--- src/rtl/lsu_pkg.sv ---
// Shared definitions for the MEM-stage load/store unit: funct3 encodings,
// FSM state type and the byte-enable / store-lane / legality helpers.
package lsu_pkg;

    localparam logic [2:0] F3_B  = 3'b000;
    localparam logic [2:0] F3_H  = 3'b001;
    localparam logic [2:0] F3_W  = 3'b010;
    localparam logic [2:0] F3_BU = 3'b100;
    localparam logic [2:0] F3_HU = 3'b101;

    typedef enum logic [1:0] {
        IDLE = 2'd0,
        REQ  = 2'd1,
        WAIT = 2'd2,
        RESP = 2'd3
    } lsu_state_t;

    // Byte enables from access size (funct3[1:0]) and the low address bits.
    function automatic logic [3:0] lsu_byte_en(input logic [1:0] size,
                                               input logic [1:0] a);
        logic [3:0] be;
        case (size)
            2'b00:   be = 4'b0001 << a;
            2'b01:   be = 4'b0011 << {a[1], 1'b0};
            default: be = 4'b1111;
        endcase
        return be;
    endfunction

    // Replicate the store operand across every lane it may land in.
    function automatic logic [31:0] lsu_store_data(input logic [1:0]  size,
                                                   input logic [31:0] wd);
        logic [31:0] d;
        case (size)
            2'b00:   d = {4{wd[7:0]}};
            2'b01:   d = {2{wd[15:0]}};
            default: d = wd;
        endcase
        return d;
    endfunction

    // Misaligned halfword/word or an encoding that is not a valid load/store.
    function automatic logic lsu_illegal(input logic       rw,
                                         input logic [2:0] f3,
                                         input logic [1:0] a);
        logic bad_f3;
        logic bad_al;
        if (rw) bad_f3 = (f3 > F3_W);
        else    bad_f3 = (f3 == 3'b011) || (f3 == 3'b110) || (f3 == 3'b111);
        bad_al = ((f3[1:0] == 2'b01) && a[0]) ||
                 ((f3[1:0] == 2'b10) && (a != 2'b00));
        return bad_f3 || bad_al;
    endfunction

endpackage

--- src/rtl/lsu_load_align.sv ---
// Picks the addressed byte/halfword out of the returned memory word and
// sign- or zero-extends it according to the load funct3.
module lsu_load_align
    import lsu_pkg::*;
(
    input  logic [31:0] rdata_i,
    input  logic [1:0]  addr_i,
    input  logic [2:0]  funct3_i,
    output logic [31:0] data_o
);

    logic [7:0]  byte_lane;
    logic [15:0] half_lane;

    // Lane selection by the low address bits.
    always_comb begin
        case (addr_i)
            2'd0:    byte_lane = rdata_i[7:0];
            2'd1:    byte_lane = rdata_i[15:8];
            2'd2:    byte_lane = rdata_i[23:16];
            default: byte_lane = rdata_i[31:24];
        endcase
        half_lane = addr_i[1] ? rdata_i[31:16] : rdata_i[15:0];
    end

    // Extension by load type; word loads pass through untouched.
    always_comb begin
        case (funct3_i)
            F3_B:    data_o = {{24{byte_lane[7]}}, byte_lane};
            F3_H:    data_o = {{16{half_lane[15]}}, half_lane};
            F3_BU:   data_o = {24'h0, byte_lane};
            F3_HU:   data_o = {16'h0, half_lane};
            default: data_o = rdata_i;
        endcase
    end

endmodule

--- src/rtl/lsu_dmem_port.sv ---
// MEM-stage load/store unit. Captures one access from the pipeline, runs it
// on the req/gnt/rvalid data-memory bus and returns a one-cycle response
// while holding the pipeline stalled for the duration of the access.
module lsu_dmem_port
    import lsu_pkg::*;
#(
    parameter int ADDR_W         = 32,
    parameter int TIMEOUT_CYCLES = 16
) (
    input  logic              clk_i,
    input  logic              rst_i,
    input  logic              req_valid_i,
    output logic              req_ready_o,
    input  logic              mem_rw_i,
    input  logic [2:0]        ld_st_sel_i,
    input  logic [ADDR_W-1:0] addr_i,
    input  logic [31:0]       wdata_i,
    output logic              stall_o,
    output logic              rsp_valid_o,
    output logic [31:0]       rdata_o,
    output logic              misaligned_o,
    output logic              bus_err_o,
    output logic              dmem_req_o,
    output logic              dmem_we_o,
    output logic [ADDR_W-1:0] dmem_addr_o,
    output logic [3:0]        dmem_be_o,
    output logic [31:0]       dmem_wdata_o,
    input  logic              dmem_gnt_i,
    input  logic              dmem_rvalid_i,
    input  logic [31:0]       dmem_rdata_i
);

    localparam int CNT_W = (TIMEOUT_CYCLES > 1) ? $clog2(TIMEOUT_CYCLES) : 1;
    localparam logic [CNT_W-1:0] TO_LAST =
        CNT_W'((TIMEOUT_CYCLES > 0) ? TIMEOUT_CYCLES - 1 : 0);

    lsu_state_t        state_q;
    logic [CNT_W-1:0]  cnt_q;
    logic              rw_q;
    logic [2:0]        f3_q;
    logic [ADDR_W-1:0] addr_q;
    logic [31:0]       wdata_q;
    logic [3:0]        be_q;
    logic              dmem_req_q;
    logic              rsp_valid_q;
    logic [31:0]       rdata_q;
    logic              misaligned_q;
    logic              bus_err_q;
    logic [31:0]       ld_data;
    logic              timeout_hit;

    lsu_load_align u_align (
        .rdata_i  (dmem_rdata_i),
        .addr_i   (addr_q[1:0]),
        .funct3_i (f3_q),
        .data_o   (ld_data)
    );

    assign timeout_hit = (TIMEOUT_CYCLES != 0) && (cnt_q == TO_LAST);

    // Access FSM; every bus and response output is a register written here.
    always_ff @(posedge clk_i or posedge rst_i) begin
        if (rst_i) begin
            state_q      <= IDLE;
            cnt_q        <= '0;
            rw_q         <= 1'b0;
            f3_q         <= 3'b000;
            addr_q       <= '0;
            wdata_q      <= '0;
            be_q         <= 4'b0000;
            dmem_req_q   <= 1'b0;
            rsp_valid_q  <= 1'b0;
            rdata_q      <= '0;
            misaligned_q <= 1'b0;
            bus_err_q    <= 1'b0;
        end else begin
            case (state_q)
                IDLE: begin
                    if (req_valid_i) begin
                        rw_q    <= mem_rw_i;
                        f3_q    <= ld_st_sel_i;
                        addr_q  <= addr_i;
                        wdata_q <= lsu_store_data(ld_st_sel_i[1:0], wdata_i);
                        be_q    <= lsu_byte_en(ld_st_sel_i[1:0], addr_i[1:0]);
                        if (lsu_illegal(mem_rw_i, ld_st_sel_i, addr_i[1:0])) begin
                            // Illegal accesses never touch the bus.
                            state_q      <= RESP;
                            rsp_valid_q  <= 1'b1;
                            misaligned_q <= 1'b1;
                            rdata_q      <= '0;
                        end else begin
                            state_q    <= REQ;
                            dmem_req_q <= 1'b1;
                        end
                    end
                end
                REQ: begin
                    if (dmem_gnt_i) begin
                        dmem_req_q <= 1'b0;
                        if (rw_q) begin
                            state_q     <= RESP;
                            rsp_valid_q <= 1'b1;
                            rdata_q     <= '0;
                        end else begin
                            state_q <= WAIT;
                            cnt_q   <= '0;
                        end
                    end
                end
                WAIT: begin
                    if (dmem_rvalid_i) begin
                        state_q     <= RESP;
                        rsp_valid_q <= 1'b1;
                        rdata_q     <= ld_data;
                    end else if (timeout_hit) begin
                        state_q     <= RESP;
                        rsp_valid_q <= 1'b1;
                        bus_err_q   <= 1'b1;
                        rdata_q     <= '0;
                    end else begin
                        cnt_q <= cnt_q + CNT_W'(1);
                    end
                end
                default: begin
                    // RESP: single-cycle pulse, then clear the response fields.
                    state_q      <= IDLE;
                    rsp_valid_q  <= 1'b0;
                    rdata_q      <= '0;
                    misaligned_q <= 1'b0;
                    bus_err_q    <= 1'b0;
                end
            endcase
        end
    end

    // Pipeline handshake; stall covers the accept cycle so the issuing
    // instruction stays in MEM until its response is produced.
    assign req_ready_o  = (state_q == IDLE);
    assign stall_o      = ((state_q == IDLE) && req_valid_i) ||
                          (state_q == REQ) || (state_q == WAIT);

    assign rsp_valid_o  = rsp_valid_q;
    assign rdata_o      = rdata_q;
    assign misaligned_o = misaligned_q;
    assign bus_err_o    = bus_err_q;

    assign dmem_req_o   = dmem_req_q;
    assign dmem_we_o    = rw_q;
    assign dmem_addr_o  = {addr_q[ADDR_W-1:2], 2'b00};
    assign dmem_be_o    = be_q;
    assign dmem_wdata_o = wdata_q;

endmodule

--- config.mk ---
export PLATFORM = sky130hd
export DESIGN_NAME = lsu_dmem_port
export DESIGN_NICKNAME = d
export VERILOG_FILES = /design/src/rtl/lsu_pkg.sv /design/src/rtl/lsu_load_align.sv /design/src/rtl/lsu_dmem_port.sv
export SDC_FILE = /design/constraint.sdc
export NUM_CORES = 1
export LEC_CHECK = 0
export CAP_MARGIN = 0
export CORE_ASPECT_RATIO = 0.8
export CORE_MARGIN = 3
export CORE_UTILIZATION = 60
export CTS_CLUSTER_SIZE = 20
export DETAILED_ROUTE_END_ITERATION = 6
export DONT_BUFFER_PORTS = 1
export HOLD_SLACK_MARGIN = 0.03
export PLACE_DENSITY = 0.75
export SLEW_MARGIN = 40
export SYNTH_ARGS = -nofsm -noshare
export SYNTH_HDL_FRONTEND = slang
export SYNTH_SLANG_ARGS = --single-unit
--- constraint.sdc ---
create_clock -name clk_i -period 4.7 [get_ports clk_i]
set_input_delay 0.94 -clock clk_i [delete_from_list [all_inputs] [get_ports clk_i]]
set_output_delay 0.94 -clock clk_i [all_outputs]
set_load 0.05 [all_outputs]
==> results.py <==
metrics = {
    "grt": {
        "grt_usage_pct": 24.4,
        "grt-ovfl-total": 0,
        "grt_max_degree": 102,
        "use_met2_pct": 39.4,
        "use_met1_pct": 28.7,
        "gr-usage-met3_pct": 10.4,
        "grt_pass1_vias": 3981,
        "gr-max-usage-layer": "met2",
        "antenna_found_initial": 0,
        "grt_pass1_wl_microns": 20600,
    },
    "detailed_routing": {
        "dr.pass1.iters": 4,
        "wl_per_cell_microns": 21.9,
        "drtIter0Drc": 220,
        "remaining_drc_errors": 0,
        "wirelength_microns": 13600,
        "drtAntennaViolNets": 0,
        "vias": 3835,
        "viasPerCell": 6.18,
    },
    "synthesis": {
        "synth.avg_cell_area_sq_um": 11.0,
        "syn_inst": 532,
        "synth_warnings": 0,
        "synth_top_area_share_pct": 48.6,
        "synthTopCellsByArea": "dfrtp_1 49%, mux2_2 9.6%, mux2i_1 8.0%",
        "synth_top_cell_by_area": "dfrtp_1",
        "dominantRegCellSynth": "dfrtp_1",
        "ys_types": 44,
        "synth.yosys.seq_area_share_pct": 48.6,
        "ys_seq_elements": 114,
        "synthArstFlopShare_pct": 100,
        "synth_edf_count": 0,
        "syn_area_sq_um": 5870,
    },
    "layout": {
        "final_common_cell": "dfrtp_1",
        "area_growth_pct": 8.51,
        "fill_cells": 686,
        "drive_gt1_share_pct": 23.7,
        "final_cell_mix": "113 x dfrtp_1, 50 x mux2_2, 47 x mux2i_1",
        "antenna_cells": 0,
        "fin_nets": 604,
    },
    "floorplanning": {
        "coreArea_sq_um": 9270,
        "initial_core_util_pct": 63.3,
        "fp.dieH_microns": 94.4,
        "fp.dieW_microns": 117,
        "dieArea_sq_um": 11000,
        "ioPinCount": 212,
        "row_count": 31,
    },
    "worst_setup_path": {
        "cp-start-kind": "flop",
        "slowest_stage": "ha_2",
        "path_cells": "inv_1, ha_2, nand2_4, nand2_1",
        "reg2reg_slack_ps": 1880,
        "crit_path_start": "state_q[1]",
        "r2r_start": "state_q[0]",
        "ff2ff_path_depth": 8,
        "cp-endpoint": "stall_o",
        "end_kind": "output port",
        "cpPeakStageDelay_ps": 510,
        "crit_required_ps": 3760,
        "arrival_ps": 1940,
        "reg2reg_to": "rdata_o[4]",
        "setup.worst_path.class": "reg -> out",
        "path_max_fanout": 12,
    },
    "sta": {
        "fin_setup_tns_ps": 0,
        "whs_ps": 508,
        "maxSlewViolCount": 0,
        "relSlewSlack_pct": 49.7,
        "rsz0062_at_grt": "false",
        "setup_viol": 0,
        "worstMarginPinSlew_ps": 755,
        "finalCriticalPeriod_ps": 2880,
        "fin_ws_ps": 1820,
        "post-route-period-util_pct": 61.3,
        "skew_ps": 7.35,
        "final_hold_viol_count": 0,
        "max_freq_mhz": 347,
    },
    "clock_network": {
        "clock_latency_ps": 410,
        "path_clk_slew_ps": 50,
        "root_buffer": "clkbuf_16",
        "cts.sinks": 114,
        "clockBufferDepth": 2,
        "cts_buffers": 17,
        "postCtsHoldBufs": 0,
        "cts_max_level": 4,
        "cts_tree": "done",
        "post-cts-setup-buffers": 0,
        "ctsResizeCount": 0,
    },
    "run_status": {
        "status": "completed",
    },
    "min_path": {
        "hold_class": "in -> async",
    },
    "placed_design": {
        "hpwl_microns": 9550,
        "gp_congestion": 0.870,
        "pre_cts_ws_ps": 1670,
        "io_buffer_count": 0,
    },
    "flow_run": {
        "drv_cap": 0,
    },
}
## synthesized netlist by cell type, drive strengths merged, types with 2 or more instances
cell,count
mux2,71
a21oi,45
nand2b,10
a22o,4
nand3,4
o21ai,42
buf,41
nand2,35
o221ai,8
inv,17
clkbuf,23
mux2i,47
dfrtp,114
ha,6
nor2,31
nor2b,10
a211oi,3
nor3,2
## area by class of cell
type / count / area, sq um / share of cell area (%)
clock buffers: 24 / 492 / 7.73
clock inverters: 8 / 173 / 2.71
inverters: 17 / 68.8 / 1.08
multi-input cells: 338 / 2590 / 40.8
flip-flops and latches: 114 / 2850 / 44.8
well taps: 115 / 144 / 2.26
repair buffers: 5 / 38.8 / 0.609
## state kept, by name, summed over array words and instances (netlist names)
| register | count |
|---|---|
| dmem_req_o | 1 |
| dmem_be_o | 4 |
| addr_q | 32 |
| bus_err_o | 1 |
| dmem_wdata_o | 32 |
| f3_q | 3 |
| cnt_q | 4 |
| dmem_we_o | 1 |
| state_q | 2 |
| rsp_valid_o | 1 |
| misaligned_o | 1 |
| rdata_o | 32 |
## how the worst min path moves through the flow
| stage | from | to | cells after the start |
|---|---|---|---|
| 2_1_floorplan | addr_q[10] | addr_q[10] | 1 |
| 6_report | rst_i | addr_q[18] | 1 |
| 3_5_place_dp | cnt_q[1] | cnt_q[1] | 1 |
| 3_3_place_gp | cnt_q[1] | cnt_q[1] | 1 |
| 4_1_cts | rst_i | addr_q[18] | 1 |
| 5_1_grt | rst_i | addr_q[18] | 1 |
## layer usage
layer | routed length, microns | vias up
met5 | 0 | -
met4 | 263 | 0
met3 | 1520 | 27
met2 | 6730 | 187
met1 | 5090 | 1870
li1 | - | 1751
## critical path, delay by kind of cell, from the launching register on
family,cells,cell delay (ps)
fa+ha+maj,1,510
simple gates,2,470
buf+inv,1,120
flops,1,430
## metrics by stage
stage	area (sq um)	utilization, %	instances
finish	6360	68.7	621
global route	6360	68.7	621
CTS	6360	68.6	620
detailed placement	5690	61.4	588
global placement	5670	61.1	588
floorplan	5870	-	533
## cells by family (layout without fill, tap and decap cells)
group	Yosys count	after routing	synth area share, %
flops	114	114	48.6
mux	119	119	23.4
fa+ha+maj	6	6	1.28
compound gates	112	112	11.1
buf+inv	81	54	7.68
simple gates	99	99	7.87
other cells	1	2	0.0639
Power is left out: the tool's default activity adds up to more than one toggle a clock period on the data nets, which glitch-free logic cannot reach.
